**src/rtl/active_demapper_if.sv**
```systemverilog
// Symbol-in / demapped-out signal bundle for active_demapper.
// master drives received symbols and observes results; slave is the demapper.
interface active_demapper_if #(
    parameter int CW = 7
);
    logic          sym_valid;
    logic [7:0]    sym_in;
    logic          sym_ctrl;
    logic [7:0]    dm_data;
    logic          dm_data_valid;
    logic          dm_stuffing;
    logic          dm_tu_done;
    logic [CW-1:0] dm_tu_data_cnt;
    logic [CW-1:0] dm_stuff_cnt;
    logic          dm_err;
    logic [1:0]    dm_err_code;

    modport master (
        output sym_valid, sym_in, sym_ctrl,
        input  dm_data, dm_data_valid, dm_stuffing, dm_tu_done,
               dm_tu_data_cnt, dm_stuff_cnt, dm_err, dm_err_code
    );

    modport slave (
        input  sym_valid, sym_in, sym_ctrl,
        output dm_data, dm_data_valid, dm_stuffing, dm_tu_done,
               dm_tu_data_cnt, dm_stuff_cnt, dm_err, dm_err_code
    );
endinterface

```
**src/rtl/active_demapper.sv**
```systemverilog
// RX active-region demapper: strips FS..FE stuffing, tracks TU boundaries, flags framing errors.
// Optional ACTIVE_DEMAPPER_STUFF_CHECK_EN: non-zero stuffed symbols raise error 11.
// No backpressure: every slot with sym_valid high is consumed; sym_valid low is a no-op slot.
module active_demapper #(
    parameter int TU_SIZE = 64,
    parameter int CW      = $clog2(TU_SIZE + 1)
) (
    input  logic              clk,
    input  logic              rst,
    active_demapper_if.slave  bus,
    output logic              dbg_state_o
);
    typedef enum logic {ST_DATA = 1'b0, ST_STUFF = 1'b1} state_t;

    localparam logic [7:0] SYM_FS = 8'hFC;
    localparam logic [7:0] SYM_FE = 8'hFE;

    state_t        state_q, state_d;
    logic [CW-1:0] pos_q, pos_d;
    logic [CW-1:0] data_cnt_q, data_cnt_d;
    logic [CW-1:0] stuff_cnt_q, stuff_cnt_d;
    logic [7:0]    data_q, data_d;
    logic          data_valid_q, data_valid_d;
    logic          stuffing_q, stuffing_d;
    logic          tu_done_q, tu_done_d;
    logic [CW-1:0] tu_data_cnt_q, tu_data_cnt_d;
    logic [CW-1:0] tu_stuff_cnt_q, tu_stuff_cnt_d;
    logic          err_q, err_d;
    logic [1:0]    err_code_q, err_code_d;

    logic          is_fs, is_fe, at_last, tu_close;
    logic          err01, err10, err11, data_inc, stuff_inc;
    logic [CW-1:0] data_sum, stuff_sum;

    always_ff @(posedge clk or posedge rst) begin
        if (rst) begin
            state_q        <= ST_DATA;
            pos_q          <= '0;
            data_cnt_q     <= '0;
            stuff_cnt_q    <= '0;
            data_q         <= 8'h00;
            data_valid_q   <= 1'b0;
            stuffing_q     <= 1'b0;
            tu_done_q      <= 1'b0;
            tu_data_cnt_q  <= '0;
            tu_stuff_cnt_q <= '0;
            err_q          <= 1'b0;
            err_code_q     <= 2'b00;
        end else begin
            state_q        <= state_d;
            pos_q          <= pos_d;
            data_cnt_q     <= data_cnt_d;
            stuff_cnt_q    <= stuff_cnt_d;
            data_q         <= data_d;
            data_valid_q   <= data_valid_d;
            stuffing_q     <= stuffing_d;
            tu_done_q      <= tu_done_d;
            tu_data_cnt_q  <= tu_data_cnt_d;
            tu_stuff_cnt_q <= tu_stuff_cnt_d;
            err_q          <= err_d;
            err_code_q     <= err_code_d;
        end
    end

    always_comb begin
        state_d        = state_q;
        pos_d          = pos_q;
        data_cnt_d     = data_cnt_q;
        stuff_cnt_d    = stuff_cnt_q;
        data_d         = data_q;
        data_valid_d   = 1'b0;
        stuffing_d     = 1'b0;
        tu_done_d      = 1'b0;
        tu_data_cnt_d  = tu_data_cnt_q;
        tu_stuff_cnt_d = tu_stuff_cnt_q;
        err_d          = 1'b0;
        err_code_d     = err_code_q;
        is_fs          = bus.sym_ctrl && (bus.sym_in == SYM_FS);
        is_fe          = bus.sym_ctrl && (bus.sym_in == SYM_FE);
        at_last        = (pos_q == CW'(TU_SIZE - 1));
        tu_close       = 1'b0;
        err01          = 1'b0;
        err10          = 1'b0;
        err11          = 1'b0;
        data_inc       = 1'b0;
        stuff_inc      = 1'b0;
        data_sum       = '0;
        stuff_sum      = '0;

        if (bus.sym_valid) begin
            case (state_q)
                ST_DATA: begin
                    if (!bus.sym_ctrl) begin
                        data_d       = bus.sym_in;
                        data_valid_d = 1'b1;
                        data_inc     = 1'b1;
                    end else if (is_fs) begin
                        state_d    = ST_STUFF;
                        stuffing_d = 1'b1;
                    end else if (is_fe) begin
                        err10 = 1'b1;
                    end else begin
                        err11 = 1'b1;
                    end
                end
                default: begin
                    stuffing_d = 1'b1;
                    if (!bus.sym_ctrl) begin
                        stuff_inc = 1'b1;
`ifdef ACTIVE_DEMAPPER_STUFF_CHECK_EN
                        err11 = (bus.sym_in != 8'h00);
`endif
                    end else if (is_fe) begin
                        state_d = ST_DATA;
                        err10   = !at_last;
                    end else if (is_fs) begin
                        err01 = 1'b1;
                    end else begin
                        err11 = 1'b1;
                    end
                    // Stuffing may not straddle a TU boundary.
                    if (at_last && !is_fe) err10 = 1'b1;
                end
            endcase

            // Any FE (accepted or misplaced) realigns the TU.
            tu_close  = at_last || is_fe;
            data_sum  = data_cnt_q + CW'(data_inc);
            stuff_sum = stuff_cnt_q + CW'(stuff_inc);
            if (tu_close) begin
                tu_done_d      = 1'b1;
                tu_data_cnt_d  = data_sum;
                tu_stuff_cnt_d = stuff_sum;
                pos_d          = '0;
                data_cnt_d     = '0;
                stuff_cnt_d    = '0;
            end else begin
                pos_d       = pos_q + CW'(1);
                data_cnt_d  = data_sum;
                stuff_cnt_d = stuff_sum;
            end

            err_d = err01 || err10 || err11;
            if (err01)      err_code_d = 2'b01;
            else if (err10) err_code_d = 2'b10;
            else if (err11) err_code_d = 2'b11;
        end
    end

    assign bus.dm_data        = data_q;
    assign bus.dm_data_valid  = data_valid_q;
    assign bus.dm_stuffing    = stuffing_q;
    assign bus.dm_tu_done     = tu_done_q;
    assign bus.dm_tu_data_cnt = tu_data_cnt_q;
    assign bus.dm_stuff_cnt   = tu_stuff_cnt_q;
    assign bus.dm_err         = err_q;
    assign bus.dm_err_code    = err_code_q;
    assign dbg_state_o        = state_q;
endmodule

```
**src/flat_wrapper.sv**
```systemverilog
// flat-port wrapper written by rule: the top's interface ports become plain ports
module active_demapper_flat 
#(
    parameter int TU_SIZE = 64,
    parameter int CW      = $clog2(TU_SIZE + 1)
)
  (clk, rst, dbg_state_o, bus_sym_valid, bus_sym_in, bus_sym_ctrl, bus_dm_data, bus_dm_data_valid, bus_dm_stuffing, bus_dm_tu_done, bus_dm_tu_data_cnt, bus_dm_stuff_cnt, bus_dm_err, bus_dm_err_code);
  active_demapper_if #(.CW(CW)) bus_i ();
  input  logic clk;
  input  logic rst;
  output logic dbg_state_o;
  input wire logic [$bits(bus_i.sym_valid)-1:0] bus_sym_valid;
  input wire logic [$bits(bus_i.sym_in)-1:0] bus_sym_in;
  input wire logic [$bits(bus_i.sym_ctrl)-1:0] bus_sym_ctrl;
  output wire logic [$bits(bus_i.dm_data)-1:0] bus_dm_data;
  output wire logic [$bits(bus_i.dm_data_valid)-1:0] bus_dm_data_valid;
  output wire logic [$bits(bus_i.dm_stuffing)-1:0] bus_dm_stuffing;
  output wire logic [$bits(bus_i.dm_tu_done)-1:0] bus_dm_tu_done;
  output wire logic [$bits(bus_i.dm_tu_data_cnt)-1:0] bus_dm_tu_data_cnt;
  output wire logic [$bits(bus_i.dm_stuff_cnt)-1:0] bus_dm_stuff_cnt;
  output wire logic [$bits(bus_i.dm_err)-1:0] bus_dm_err;
  output wire logic [$bits(bus_i.dm_err_code)-1:0] bus_dm_err_code;
  assign bus_i.sym_valid = bus_sym_valid;
  assign bus_i.sym_in = bus_sym_in;
  assign bus_i.sym_ctrl = bus_sym_ctrl;
  assign bus_dm_data = bus_i.dm_data;
  assign bus_dm_data_valid = bus_i.dm_data_valid;
  assign bus_dm_stuffing = bus_i.dm_stuffing;
  assign bus_dm_tu_done = bus_i.dm_tu_done;
  assign bus_dm_tu_data_cnt = bus_i.dm_tu_data_cnt;
  assign bus_dm_stuff_cnt = bus_i.dm_stuff_cnt;
  assign bus_dm_err = bus_i.dm_err;
  assign bus_dm_err_code = bus_i.dm_err_code;
  active_demapper #(.TU_SIZE(TU_SIZE), .CW(CW)) u_core (.clk(clk), .rst(rst), .bus(bus_i), .dbg_state_o(dbg_state_o));
endmodule
```
**config.mk**
```make
export PLATFORM = sky130hd
export DESIGN_NAME = active_demapper_flat
export DESIGN_NICKNAME = d
export VERILOG_FILES = /design/src/rtl/active_demapper_if.sv /design/src/rtl/active_demapper.sv /design/src/flat_wrapper.sv
export SDC_FILE = /design/constraint.sdc
export NUM_CORES = 1
export LEC_CHECK = 0
export CAP_MARGIN = 20
export CORE_ASPECT_RATIO = 2
export CORE_MARGIN = 4
export CORE_UTILIZATION = 56
export CTS_CLUSTER_SIZE = 8
export DETAILED_ROUTE_END_ITERATION = 8
export HOLD_SLACK_MARGIN = 0.02
export PLACE_DENSITY_LB_ADDON = 0.25
export SYNTH_ARGS = -nofsm -noshare
export SYNTH_HDL_FRONTEND = slang
export SYNTH_SLANG_ARGS = --single-unit
```
**constraint.sdc**
```tcl
create_clock -name clk -period 4 [get_ports clk]
set_input_delay 1.2 -clock clk [delete_from_list [all_inputs] [get_ports clk]]
set_output_delay 1.2 -clock clk [all_outputs]
set_load 0.01 [all_outputs]
```
==> metrics.txt <==
Vias per Instance 5.60; die extent in x around 54 um; Relative slew margins 0.389; postcts setup bufs 0; Max Fclk between 0.3 and 0.4 GHz; crit start category primary input; fin crit share 0.726; non-filler cells, final ~320; ANT nets after route 0; Max-Cap Viols 0; XOR/XNOR share of the synthesized area 0.0440; die area between 5000 and 6000 um^2; clock buffer count from CTS 5; Comb power frac 0.243; Max VDD drop 0.358 mV; gr ovfl total 0; Synth Area in Adders 0.0262; number of fill cells in the layout 332; final worst setup slack between 1 and 1.5 ns; clk sinks 50; Final Net Count between 200 and 300; Post-Syn Nets between 200 and 250; Inst Count DP a little over 300; leakage roughly 1.3 nW; vias in the first global route ~1,800; Sw Ratio 0.298; crit path time final 2.90 ns; unrepaired setup endpoints after global routing false; number of synthesized flops with an enable pin 0; fraction of layout cells with a size suffix above 1 0.118; NetSw around 370 uW; Synth Area in Compound Gates 0.129; Resized cells post-CTS 0; Yosys top cell by area dfrtp_1; footprint of the multi-input gates 1050 um^2; Cells on Worst Hold Path 2; mux share of post-synthesis cell area 0.0655; Iteration-0 DRC Markers 36; Sequential Power Share 0.535; internal cell power 869 uW; Residual DRC 0; skew final approximately 0.0097 ns; DR pass1 iterations 4; CP Capture Type flip-flop; R2R depth 5; most common flop cell mapped by yosys dfrtp_1; Yosys top cell area share 0.524; largest cells by area after synthesis dfrtp_1 (52%), mux2_2 (6.1%), o21ai_0 (4.8%); flops & latches, synth 50; global placer's final weighted congestion a little over 0.8; clock buffer depth 2; Mapped Cells 222; pin count of the biggest net entering global routing 51; CORE AREA slightly above 4000 um^2; CTS tree built; CP Class in2reg; WL per Instance ~15 um; fin. max-slew vios 0; gr usage total 0.199; Post-Syn Area between 2000 and 2500 um^2; Post-synth top cells dfrtp_1 (50), o21ai_0 (23), nand2_1 (16), nand3_1 (16), mux2_2 (13); Worst-Margin Slew 0.917 ns; Mapped Avg Cell Area 10.8 um^2; final hold violations 0; H-tree depth 2; initial antenna violation count 0; critical path peak fanout 25; register area 1250 um^2; data required time of the worst path 4.18 ns; CP Data Arrival Time a little over 3 ns; main combinational cell family by area after synthesis simple AND/OR/NAND/NOR gates; hold_buf cts 0; Hold Crit Class reg2reg; yosys synthesis warning count 0; Power Density around 420 nW/um^2; antenna fix cells 0; worst-skew pair later-pin latency between 0.2 and 0.3 ns; most common cell in the synthesized netlist dfrtp_1; Final setup viols 0; Synth async-reset ratio 1.00; Die Y roughly 100 um; I/O Buffers 40; row cnt 33; Power, Total about 1.2 mW; Fin Setup TNS 0 ns; num ports 41; Synth cell types 40; outcome complete, no violations; routed vias around 1,800; dpl ws around 0.74 ns; Initial Util 0.578; Clk Tree Root Cell clkbuf_8; P&R area growth vs syn 22.7%; Routed WL 4.71 mm; clock slew at reported path FFs ~0.09 ns; first-pass GRT wire length approximately 8.1 mm; Synth Area in Simple Gates 0.176; post-synthesis sequential area ratio 0.524; Clock Power Share 0.222; hpwl dp 3.53 mm
final timing paths:
path | from | end | slack (ns)
setup / recovery | bus_sym_ctrl | u_core.bus.dm_stuff_cnt[0] | 1.10
hold / removal | u_core.bus.dm_stuff_cnt[5] | u_core.bus.dm_stuff_cnt[5] | 0.48
setup reg to reg | u_core.pos_q[0] | u_core.bus.dm_stuff_cnt[0] | 1.87
hold reg to reg | u_core.bus.dm_stuff_cnt[5] | u_core.bus.dm_stuff_cnt[5] | 0.48
max in group asynchronous | rst | u_core.bus.dm_tu_data_cnt[6] | 2.30
min in group asynchronous | rst | u_core.bus.dm_data_valid | 1.20
cell families after synthesis:
group,count (synthesis)
simple gates,73
flops,50
compound gates,49
buf+inv,19
mux,14
xor+xnor,12
fa+ha+maj,5
placed cells by master, fill, tap and decap left out, drive strengths merged:
master and count:
nor3 3, dfrtp 50, nand3 17, nand2 16, o22ai 1, clkdlybuf4s50 40, and4 1, a22o 1
o2bb2ai 6, mux2 13, a31o 1, nand4b 1, clkbuf 5, o31ai 4, o21ai 26, nand2b 7
inv 9, xnor2 7, ha 5, xor2 5, o311ai 2, or2 1, and4b 1, nor2 8
nand4 2, nor2b 5, o21a 2, mux2i 1, clkinvlp 2, a21oi 2, buf 4, a31oi 4
and3 8, and2 3
flip-flops by register name, indices dropped and copies added, names as in the netlist:
name and cells:
u_core.bus.dm_data 8, u_core.bus.dm_tu_data_cnt 7, u_core.bus.dm_stuff_cnt 7, u_core.bus.dm_err 1
u_core.dbg_state_o 1, u_core.data_cnt_q 7, u_core.bus.dm_data_valid 1, u_core.bus.dm_stuffing 1
u_core.bus.dm_err_code 2, u_core.bus.dm_tu_done 1, u_core.stuff_cnt_q 7, u_core.pos_q 7
through the flow:
stage               hold slack, ns  cell area (um^2)  utilization
floorplan                    0.489              2390            -
global placement             0.461              2830        0.684
detailed placement           0.470              2830        0.684
CTS                          0.488              2910        0.705
global route                 0.516              2930        0.709
finish                       0.483              2930        0.709
power groups by stage:
stage	Sequential [mW]	Clock, mW	Combinational [mW]
after floorplan	0.670	0	0.177
after global placement	0.667	0	0.292
after detailed placement	0.672	0	0.304
after CTS	0.662	0.287	0.305
after global routing	0.676	0.304	0.343
final	0.663	0.275	0.301
worst max-delay path, stage by stage:
cell	delay (ns)
clkdlybuf4s50_1	0.50
nand4b_2	0.17
nor3_4	0.07
o21ai_2	0.73
mux2_2	0.41
layer usage:
| metal | vias to the layer above | track usage | share of wire |
|---|---|---|---|
| li1 | 866 | - | - |
| met1 | 857 | 0.234 | 0.38 |
| met3 | 6 | 0.0312 | 0.032 |
| met4 | 0 | 0.0518 | 0.014 |
| met5 | - | 0 | 0 |
| met2 | 36 | 0.359 | 0.58 |
layout make-up:
| class | count | share of cell area |
|---|---|---|
| sequential | 50 | 0.427 |
| multi-input combinational | 153 | 0.359 |
| timing repair buffer | 44 | 0.151 |
| clock buffer | 5 | 0.0235 |
| tap | 52 | 0.0222 |
| inverter | 9 | 0.0115 |
| clock inverter | 2 | 0.00513 |
(Power assumes the default switching activity.)
